===== src/rtl/encoder_8para3_rr_pkg.sv =====
// Shared constants, FSM state type and popcount helper for the 8-to-3
// round-robin request encoder.
package encoder_8para3_rr_pkg;

    localparam int N_LINES = 8;
    localparam int CODE_W  = 3;
    localparam int CNT_W   = 4;

    typedef enum logic {
        IDLE  = 1'b0,
        OFFER = 1'b1
    } enc_state_e;

    function automatic logic [CNT_W-1:0] popcount8(input logic [N_LINES-1:0] v);
        logic [CNT_W-1:0] c;
        c = '0;
        for (int i = 0; i < N_LINES; i++) begin
            c = c + {{(CNT_W-1){1'b0}}, v[i]};
        end
        return c;
    endfunction

endpackage


===== src/rtl/encoder_8para3_rr_rr_pick8.sv =====
// Combinational rotating-priority picker: first set bit of pending_i
// scanning upward from ptr_i, wrapping mod 8.
module rr_pick8
    import encoder_8para3_rr_pkg::*;
(
    input  logic [N_LINES-1:0] pending_i,
    input  logic [CODE_W-1:0]  ptr_i,
    output logic               any_o,
    output logic [CODE_W-1:0]  idx_o
);

    logic [2*N_LINES-1:0] dbl;
    logic [N_LINES-1:0]   rot;
    logic [CODE_W-1:0]    off;

    // Rotate so the ptr line lands at bit 0; the lowest set bit of rot is
    // then the offset from ptr of the winning line.
    always_comb begin
        dbl = {pending_i, pending_i} >> ptr_i;
        rot = dbl[N_LINES-1:0];
        off = '0;
        for (int j = N_LINES - 1; j >= 0; j--) begin
            if (rot[j]) begin
                off = CODE_W'(j);
            end
        end
        any_o = |pending_i;
        idx_o = ptr_i + off;
    end

endmodule


===== src/rtl/encoder_8para3_rr.sv =====
// Sequential 8-to-3 request encoder: sticky pending lines, round-robin
// grant, binary index offered on a valid/ready handshake.
module encoder_8para3_rr
    import encoder_8para3_rr_pkg::*;
#(
    parameter int unsigned RESET_PTR = 0
) (
    input  logic               clk,
    input  logic               rst_n,
    input  logic [N_LINES-1:0] req_i,
    input  logic               ready_i,
    output logic               valid_o,
    output logic [CODE_W-1:0]  code_o,
    output logic [CNT_W-1:0]   count_o,
    output logic               drop_o
);

    enc_state_e          state_q;
    logic [N_LINES-1:0]  pending_q, pending_d;
    logic [CODE_W-1:0]   ptr_q;
    logic                valid_q;
    logic [CODE_W-1:0]   code_q;
    logic [CNT_W-1:0]    count_q, count_d;
    logic                drop_q, drop_d;

    logic                accept;
    logic [N_LINES-1:0]  clr_mask;
    logic                pick_any;
    logic [CODE_W-1:0]   pick_idx;

    // Picks only from registered pending, so late arrivals never preempt.
    rr_pick8 u_pick (
        .pending_i (pending_q),
        .ptr_i     (ptr_q),
        .any_o     (pick_any),
        .idx_o     (pick_idx)
    );

    // A same-edge re-request of the line being accepted keeps it pending
    // and is not counted as a drop.
    always_comb begin
        accept   = (state_q == OFFER) && ready_i;
        clr_mask = '0;
        if (accept) begin
            clr_mask[code_q] = 1'b1;
        end
        pending_d = (pending_q & ~clr_mask) | req_i;
        drop_d    = |(req_i & pending_q & ~clr_mask);
        count_d   = popcount8(pending_d);
    end

    always_ff @(posedge clk or negedge rst_n) begin
        if (!rst_n) begin
            state_q   <= IDLE;
            pending_q <= '0;
            ptr_q     <= CODE_W'(RESET_PTR);
            valid_q   <= 1'b0;
            code_q    <= '0;
            count_q   <= '0;
            drop_q    <= 1'b0;
        end else begin
            pending_q <= pending_d;
            count_q   <= count_d;
            drop_q    <= drop_d;
            case (state_q)
                IDLE: begin
                    if (pick_any) begin
                        code_q  <= pick_idx;
                        valid_q <= 1'b1;
                        state_q <= OFFER;
                    end
                end
                OFFER: begin
                    if (ready_i) begin
                        ptr_q   <= code_q + 3'd1;
                        valid_q <= 1'b0;
                        state_q <= IDLE;
                    end
                end
                default: state_q <= IDLE;
            endcase
        end
    end

    assign valid_o = valid_q;
    assign code_o  = code_q;
    assign count_o = count_q;
    assign drop_o  = drop_q;

endmodule


===== config.mk =====
export PLATFORM = sky130hd
export DESIGN_NAME = encoder_8para3_rr
export DESIGN_NICKNAME = d
export VERILOG_FILES = /design/src/rtl/encoder_8para3_rr_pkg.sv /design/src/rtl/encoder_8para3_rr_rr_pick8.sv /design/src/rtl/encoder_8para3_rr.sv
export SDC_FILE = /design/constraint.sdc
export NUM_CORES = 1
export LEC_CHECK = 0
export BUFFER_PORTS_ARGS = -buffer_cell sky130_fd_sc_hd__buf_2
export CAP_MARGIN = 20
export CORE_MARGIN = 2
export CORE_UTILIZATION = 54
export CTS_BUF_LIST = sky130_fd_sc_hd__clkbuf_8
export DETAILED_ROUTE_END_ITERATION = 7
export PLACE_DENSITY = 0.78
export SYNTH_ARGS = -nofsm -noshare
export SYNTH_HDL_FRONTEND = slang
export SYNTH_SLANG_ARGS = --single-unit
export TNS_END_PERCENT = 100

===== constraint.sdc =====
create_clock -name clk -period 3.55 [get_ports clk]
set_input_delay 0.71 -clock clk [delete_from_list [all_inputs] [get_ports clk]]
set_output_delay 0.71 -clock clk [all_outputs]
set_load 0.01 [all_outputs]

* Yosys cells after proc, flatten, opt, wreduce, memory -nomap -nowiden
Index checks and enable logic that the tools add are counted.
** Cells by class
- Muxes and demuxes :: 17
- Bitwise gates (word level) :: 6
- Equality and inequality tests :: 2
- $add $sub $neg :: 9
- $lt $le $gt $ge :: 2
- Shift-type cells :: 1
- Reductions and logical operators :: 7
** Operators by type and width (number)
- bitwise AND 8 bit :: 3
- two-way mux 3 bit :: 8
- adder 4 x 1 -> 4 bit :: 4
- OR reduction 8 bit :: 2
- >> shifter 16 x 3 -> 8 bit :: 1
- two-way mux 8 bit :: 1
- inverter 8 bit :: 1
- OR 8 bit :: 1
- AND reduction 2 bit :: 3
- two-way mux 1 bit :: 5
- adder 3 x 1 -> 4 bit :: 1
- < comparator 3 x 4 -> 1 bit, second input constant :: 1
- != test 2 bit, second input constant :: 2
- one-hot mux 1 bit (2 select lines) :: 2
- adder 2 x 1 -> 3 bit :: 1
- adder 3 x 1 -> 3 bit, second input constant :: 1
- adder 3 bit :: 1
- demux 1 bit (select 3 bit) :: 1
- greater-or-equal comparator 3 x 1 -> 1 bit, second input constant :: 1
- adder 1 x 1 -> 2 bit :: 1
- logical AND 1 bit :: 2
- inverter 1 bit :: 1
** Word-level totals
- Output and inout port bits :: 9
- Input bits :: 11
- Register bits :: 21
- Word-level logic and storage cells :: 51

* Depth between registers and ports, before layout
Gate-level depths: netlist of run 1.
- Depth in word-level cells :: 15
- Depth in mapped cells :: 12
- Mapped depth without buffers :: 12

* Modules after synthesis
Synthesis of run 1 repeated with hierarchy kept, for this count alone.
** Second synthesis, totals
- Cells, all modules :: 141
- Area, all modules :: 1555.2 um^2
** By module, submodules not included
- encoder_8para3_rr :: cells an instance 91, area each 1036.0 um^2, instances 1, seq. area each 525.5 um^2
- rr_pick8 :: cells an instance 50, area each 519.2 um^2, instances 1, seq. area each 0.0 um^2

* Worst setup path before layout of run 1
No wires, ideal clock.
- Path type :: input to register
- Start point :: input ready_i
- End point :: register count_q[2], in the netlist count_o[2]
- Stages :: 12
- Arrival time :: 3465 ps
- Slack :: -37 ps
- Required time :: 3427 ps
- Library setup time :: 123 ps
- Path buffers :: 0
- Cells stage by stage :: nand3_1 o31a_1 or2_2 inv_1 fa_1 fa_1 fa_1 inv_1 ha_1 inv_1 fa_1 xnor2_1
** On the way
- Longest elaborated chain between the ends :: 12
** Ends and longest elaborated chain
- from (decl) :: RTL line encoder_8para3_rr.sv:11 : input logic ready_i,
- logical AND 1 bit :: RTL line encoder_8para3_rr.sv:42 : accept = (state_q == OFFER) && ready_i;
- two-way mux 8 bit :: RTL line encoder_8para3_rr.sv:44 : if (accept) begin
- inverter 8 bit :: RTL line encoder_8para3_rr.sv:47 : pending_d = (pending_q & ~clr_mask) | req_i;
- bitwise AND 8 bit :: RTL line encoder_8para3_rr.sv:47
- OR 8 bit :: RTL line encoder_8para3_rr.sv:47
- net pending_d[1] :: RTL line encoder_8para3_rr.sv:19 : logic [N_LINES-1:0] pending_q, pending_d;
- adder 1 x 1 -> 2 bit :: RTL line encoder_8para3_rr_pkg.sv:18 : c = c + {{(CNT_W-1){1'b0}}, v[i]};
- adder 2 x 1 -> 3 bit :: RTL line encoder_8para3_rr_pkg.sv:18
- adder 3 x 1 -> 4 bit :: RTL line encoder_8para3_rr_pkg.sv:18
- adder 4 x 1 -> 4 bit (4 in series) :: RTL line encoder_8para3_rr_pkg.sv:18
- net count_d[2] :: RTL line encoder_8para3_rr.sv:23 : logic [CNT_W-1:0] count_q, count_d;
- to (signal assigned) :: RTL line encoder_8para3_rr.sv:63 : count_q <= count_d;
- to (decl) :: RTL line encoder_8para3_rr.sv:23
The timed path passes the listed nets, and every way through them passes these cells.
A chain may end at the register's enable or synchronous reset.

* Worst setup path in the final report of run 1
Ends and elaborated chain as after synthesis.

==> results.cfg, run 1 <==
[status]
outcome = finished clean

[clock_network]
clock_latency_ns = 0.26
cts_max_path_buffers = 2
cts_tree = built
htreeDepth = 1
cts_sinks = 21
clockRootBuffer = clkbuf_8
cts-buffers-inserted = 3
path_clk_slew_ns = 0.07

[finish]
syn_to_final_growth_pct = 14.8
fin_cells = 230
finish.net_count = 221
antenna_cells = 0
utilization_pct = 65.8
num-fill-cells = 239
layout-drive-gt1-share_pct = 24.1

[timing]
period_share_pct = 95.8
fmax_mhz = 294
clock_skew_ns = 0.000913
rsz0062_at_grt = false
hold_violations = 0
finalWorstSetupSlack_ns = 0.149
period_needed_ns = 3.40
relSlewSlack_pct = 69.1
tightest_slew_ns = 0.463
hold_ws_ns = 0.391
slew_violations = 0
setup_violations = 0

[route]
drt-total-wl_um = 3650
post_drt_wl_per_cell_um = 15.9
first_pass_iters = 4
drtAntennaViolNets = 0
vias_per_cell = 6.13
drcViolationCount = 0
vias = 1411
drt_iter0_drc = 65

[global_routing]
grt_pass1_vias = 1426
grt_overflow = 0
grtUsageTotal_pct = 24.5
grt_pass1_wl_um = 6270
grt_max_degree = 22
antenna_found_initial = 0

[worst_setup_path]
cp_top_family = adder cells
slowest_delay_ns = 0.51
r2r_start = state_q
crit_buf_inv = 4
cp_cell_sequence = buf_6 > nand3_4 > o31a_1 > or2_4 > inv_2 > fa_1 > fa_1 > fa_1 > inv_1 > ha_2 > inv_2 > fa_1 > xnor2_1
cpMostUsedCell = fa_1
cp.arrival_ns = 3.55
cp_max_fo = 4
cp_num_cells = 13
cp_slowest_cell = fa_1
critPathLaunchType = input port
cp-end-kind = flip-flop
cp.required_ns = 3.70
r2r_slack_ns = 0.17
r2r-end = count_o[2]
r2r_cells = 12
path_class = in2reg

[synth]
syn_area_mm2 = 0.00158
yosysWarningCount = 0
async_flop_share_pct = 100
synth.area.top_cells = dfrtp_1 (33%), fa_1 (6.3%), inv_1 (5.2%), ha_1 (4.0%), nor2_1 (3.8%)
synth-seq-area-share_pct = 33.3
ys_types = 51
synthMostInstantiatedCell = inv_1
synth_cells = 174
syn-num-nets = 195
yosys.area.top_type_share_pct = 33.3
synth-edff-count = 0
netlist_top_cells_count = inv_1 (22), dfrtp_1 (21), nor2_1 (16)
postSynthAreaPerCell_um2 = 9.08
synth-seq-cells = 21
synthFlopType = dfrtp_1
yosysTopAreaCell = dfrtp_1

[placement]
port_buffers = 19
placed_cells = 225
place_ws_ns = -0.175
gp_congestion = 0.862
hpwl_um = 2790

[min_path]
min-delay-path-class = in2async

[floorplan]
num_rows = 19
die_w_um = 58.1
dieHeight_um = 58.1
dieArea_mm2 = 0.00338
fp.coreArea_mm2 = 0.00276
start_util_pct = 57.3
io_pins = 20

[job]
max_cap_viol_count = 0

[power]
max-vdd-ir-drop_v = 0.000491
p_per_area_mw_per_mm2 = 600
finalPower_uw = 1090
leakagePower_uw = 0.000743
-- kinds of logic (layout without fill, tap and decap cells) --
group / count (synthesis) / after routing / synth area share, %
AOI/OAI and AO/OA: 47 / 47 / 22.3
xor gates and xnor gates: 2 / 2 / 1.11
DFF: 21 / 21 / 33.3
muxes: 10 / 10 / 8.15
adders and majority gates: 10 / 10 / 10.3
and+or+nand+nor: 55 / 55 / 17.4
buffers and inverters: 29 / 54 / 7.44
-- worst max-delay path by stage --
stage | from | endpoint
floorplan | ready_i | count_o[2]
detailed placement | ready_i | count_o[1]
finish | ready_i | count_o[2]
CTS | ready_i | count_o[2]
global placement | ready_i | count_o[1]
global route | state_q | count_o[1]
-- cells in the final DEF (no fill, tap or decap), drive strengths merged, types with 4 or more instances in the layout --
| master | count |
|---|---|
| mux2 | 7 |
| dfrtp | 21 |
| ha | 5 |
| buf | 27 |
| inv | 24 |
| nand2 | 11 |
| a21oi | 6 |
| o21a | 5 |
| fa | 5 |
| nor2 | 16 |
| nor2b | 5 |
| or3 | 4 |
| o21ai | 9 |
| nand2b | 5 |
-- power breakdown --
group	switching [uW]	internal, uW	total, uW
registers	95.7	305	401
clock network	75.4	77.1	152
logic	290	246	536
-- sequential cells by signal, summed over array words and instances, names as in the netlist --
register / cells
code_o: 3
pending_q: 8
drop_o: 1
state_q: 1
count_o: 4
ptr_q: 3
valid_o: 1
-- routing by layer --
metal  global-route usage [%]  wire, um  share of wire [%]
met5                        0         0                  0
met4                     16.6       175                4.8
met3                     2.46       129                3.5
met2                     42.4      1950                 53
met1                     28.6      1400                 38
-- cell type report --
cell class              count  area (um^2)  share of cell area [%]
multi-input cells         124          957                    52.8
repair buffers             27          161                    8.90
clock inverters             1         3.75                   0.207
flip-flops and latches     21          526                    29.0
clock buffers               3         41.3                    2.28
well taps                  31         38.8                    2.14
inverters                  23         86.3                    4.76
-- metrics by stage --
step	TNS, ns	area, um^2
CTS	0	1790
finish	0	1810
global placement	-0.266	1750
floorplan	0	1590
detailed placement	-0.349	1750
global route	0	1810
-- worst register-to-register path, stage by stage, from the launching register on --
cell and delay, ns:
dfrtp_1 0.49, nand3_4 0.11, o31a_1 0.27, or2_4 0.24
inv_2 0.05, fa_1 0.42, fa_1 0.51, fa_1 0.40
inv_1 0.07, ha_2 0.18, inv_2 0.04, fa_1 0.36
xnor2_1 0.13
-- what timing repair did --
item,CTS,global route
gates resized for setup,0,5
endpoints found under the setup margin,0,2
hold buffers,0,0
buffers inserted,0,1
No activity file was read; power rests on OpenSTA's default activity.
==> inputs of run 2 (changes only) <==
--- a/config.mk
+++ b/config.mk
@@ -11,7 +11,8 @@
 export CORE_UTILIZATION = 54
 export CTS_BUF_LIST = sky130_fd_sc_hd__clkbuf_8
 export DETAILED_ROUTE_END_ITERATION = 7
-export PLACE_DENSITY = 0.78
+export PLACE_DENSITY = 0.89
+export REMOVE_ABC_BUFFERS = 1
 export SYNTH_ARGS = -nofsm -noshare
 export SYNTH_HDL_FRONTEND = slang
 export SYNTH_SLANG_ARGS = --single-unit
==> run 2 against run 1 <==
The run now ends with negative setup slack left; non-clock buffer count up 2; core utilization up 0.77 points; combinational power up 3%; clock skew up 0.0057 ns; clock power about the same; clock-buffer cell count unchanged; first-iteration DRC count down 49%; critical path type unchanged; largest cell class unchanged.
==> results.cfg, run 2 (synthesis gave the netlist of run 1 again) <==
[timing]
tightest_slew_ns = 0.457
setup_violations = 1
clock_skew_ns = 0.00661
relSlewSlack_pct = 69.5
period_needed_ns = 3.55
fmax_mhz = 282
rsz0062_at_grt = true
period_share_pct = 100
hold_violations = 0
slew_violations = 0
hold_ws_ns = 0.384
finalWorstSetupSlack_ns = -0.00158

[clock_network]
clockRootBuffer = clkbuf_8
cts-buffers-inserted = 3
clock_latency_ns = 0.26
cts_sinks = 21
htreeDepth = 1
cts_tree = built
path_clk_slew_ns = 0.08
cts_max_path_buffers = 2

[worst_setup_path]
path_class = in2reg
critPathLaunchType = input port
cp-end-kind = flip-flop
r2r_start = state_q
cp.arrival_ns = 3.71
r2r_cells = 12
cp_max_fo = 2
r2r_slack_ns = 0.03
r2r-end = count_o[1]
cp.required_ns = 3.71

[route]
drcViolationCount = 0
vias = 1348
drtAntennaViolNets = 0
drt_iter0_drc = 33
drt-total-wl_um = 3340
first_pass_iters = 4
post_drt_wl_per_cell_um = 14.4
vias_per_cell = 5.81

[power]
seq_power_share_pct = 36.1
p_int_uw = 643
p_clk_share_pct = 13.9
finalPower_uw = 1110
leakagePower_uw = 0.000751
p_per_area_mw_per_mm2 = 603
max-vdd-ir-drop_v = 0.000474
combPwrFrac_pct = 50.0
p_sw_share_pct = 41.9
p_switching_uw = 464

[finish]
largest_reg_flops = 8
finish.net_count = 223
layout_common_cells = dfrtp_1 (21), inv_1 (20), buf_2 (18)
syn_to_final_growth_pct = 16.2
regMostFlops = pending_q
antenna_cells = 0
layout-drive-gt1-share_pct = 25.9
final_common_cell = dfrtp_1
final_area_mm2 = 0.00184

[global_routing]
grt_max_degree = 22
grt_pass1_vias = 1255
grt_pass1_wl_um = 5640
grt_overflow = 0
antenna_found_initial = 0
grtUsageTotal_pct = 21.8

[floorplan]
fp.coreArea_mm2 = 0.00276
dieHeight_um = 58.1
num_rows = 19
dieArea_mm2 = 0.00338
start_util_pct = 57.3
die_w_um = 58.1
io_pins = 20

[placement]
dpl_cell_area_mm2 = 0.00175
gp_congestion = 0.838
port_buffers = 19
hpwl_um = 2570
place_ws_ns = -0.213

[status]
outcome = complete, but fails checks
violations = negative setup slack

[min_path]
min-delay-path-class = in2async

[job]
max_cap_viol_count = 0
==> run 2: cell count changes in the layout (fill, tap and decap cells not counted), sizes merged <==
cell	delta
buf	+2
==> run 2: layer usage <==
| metal | global-route usage, % | share of wire (%) |
|---|---|---|
| met1 | 28.8 | 46 |
| met3 | 2.46 | 3.2 |
| met4 | 7.64 | 1.7 |
| met5 | 0 | 0 |
| met2 | 37.2 | 49 |
==> run 2: through the flow <==
stage | TNS [ns] | util [%] | instances
3_3_place_gp | -0.355 | 63.5 | 227
2_1_floorplan | -0.0734 | - | 168
6_report | -0.00158 | 66.6 | 232
4_1_cts | 0 | 65.1 | 231
5_1_grt | -0.153 | 66.6 | 232
3_5_place_dp | -0.423 | 63.5 | 227
==> run 2: cell type report <==
class / instances / area, um^2
clock buffer: 3 / 41.3
clock inverter: 1 / 3.75
fill: 204 / 922
inverter: 23 / 86.3
multi-input combinational: 124 / 960
sequential: 21 / 526
tap: 31 / 38.8
timing repair buffer: 29 / 180
==> run 2: timing repair <==
item                       4_1_cts  5_1_grt
setup endpoints to repair        0        2
gates resized for setup          0       11
hold buffers                     0        0
setup buffers                    0        1
==> run 2: worst max-delay path by stage <==
stage | start | end | slack [ns] | depth (start not counted)
floorplan | ready_i | count_o[2] | -0.04 | 12
global placement | ready_i | count_o[2] | -0.18 | 13
detailed placement | ready_i | count_o[1] | -0.21 | 13
CTS | ready_i | count_o[1] | 0.05 | 13
global route | ready_i | count_o[1] | -0.11 | 13
finish | ready_i | count_o[1] | -0.002 | 13
==> run 2: power by group through the flow <==
stage / clock (uW) / sequential, uW / combinational [uW]
2_1_floorplan: 0 / 426 / 313
3_3_place_gp: 0 / 397 / 509
3_5_place_dp: 0 / 398 / 526
4_1_cts: 152 / 394 / 532
5_1_grt: 161 / 411 / 626
6_report: 154 / 400 / 553
==> run 2: worst max-delay path, cell delays in order <==
cell	delay, ns
buf_8	0.08
nand3_4	0.07
o31a_1	0.32
or2_4	0.26
inv_2	0.06
fa_1	0.43
fa_1	0.54
fa_1	0.42
inv_1	0.07
ha_2	0.18
inv_2	0.04
fa_2	0.52
inv_2	0.03
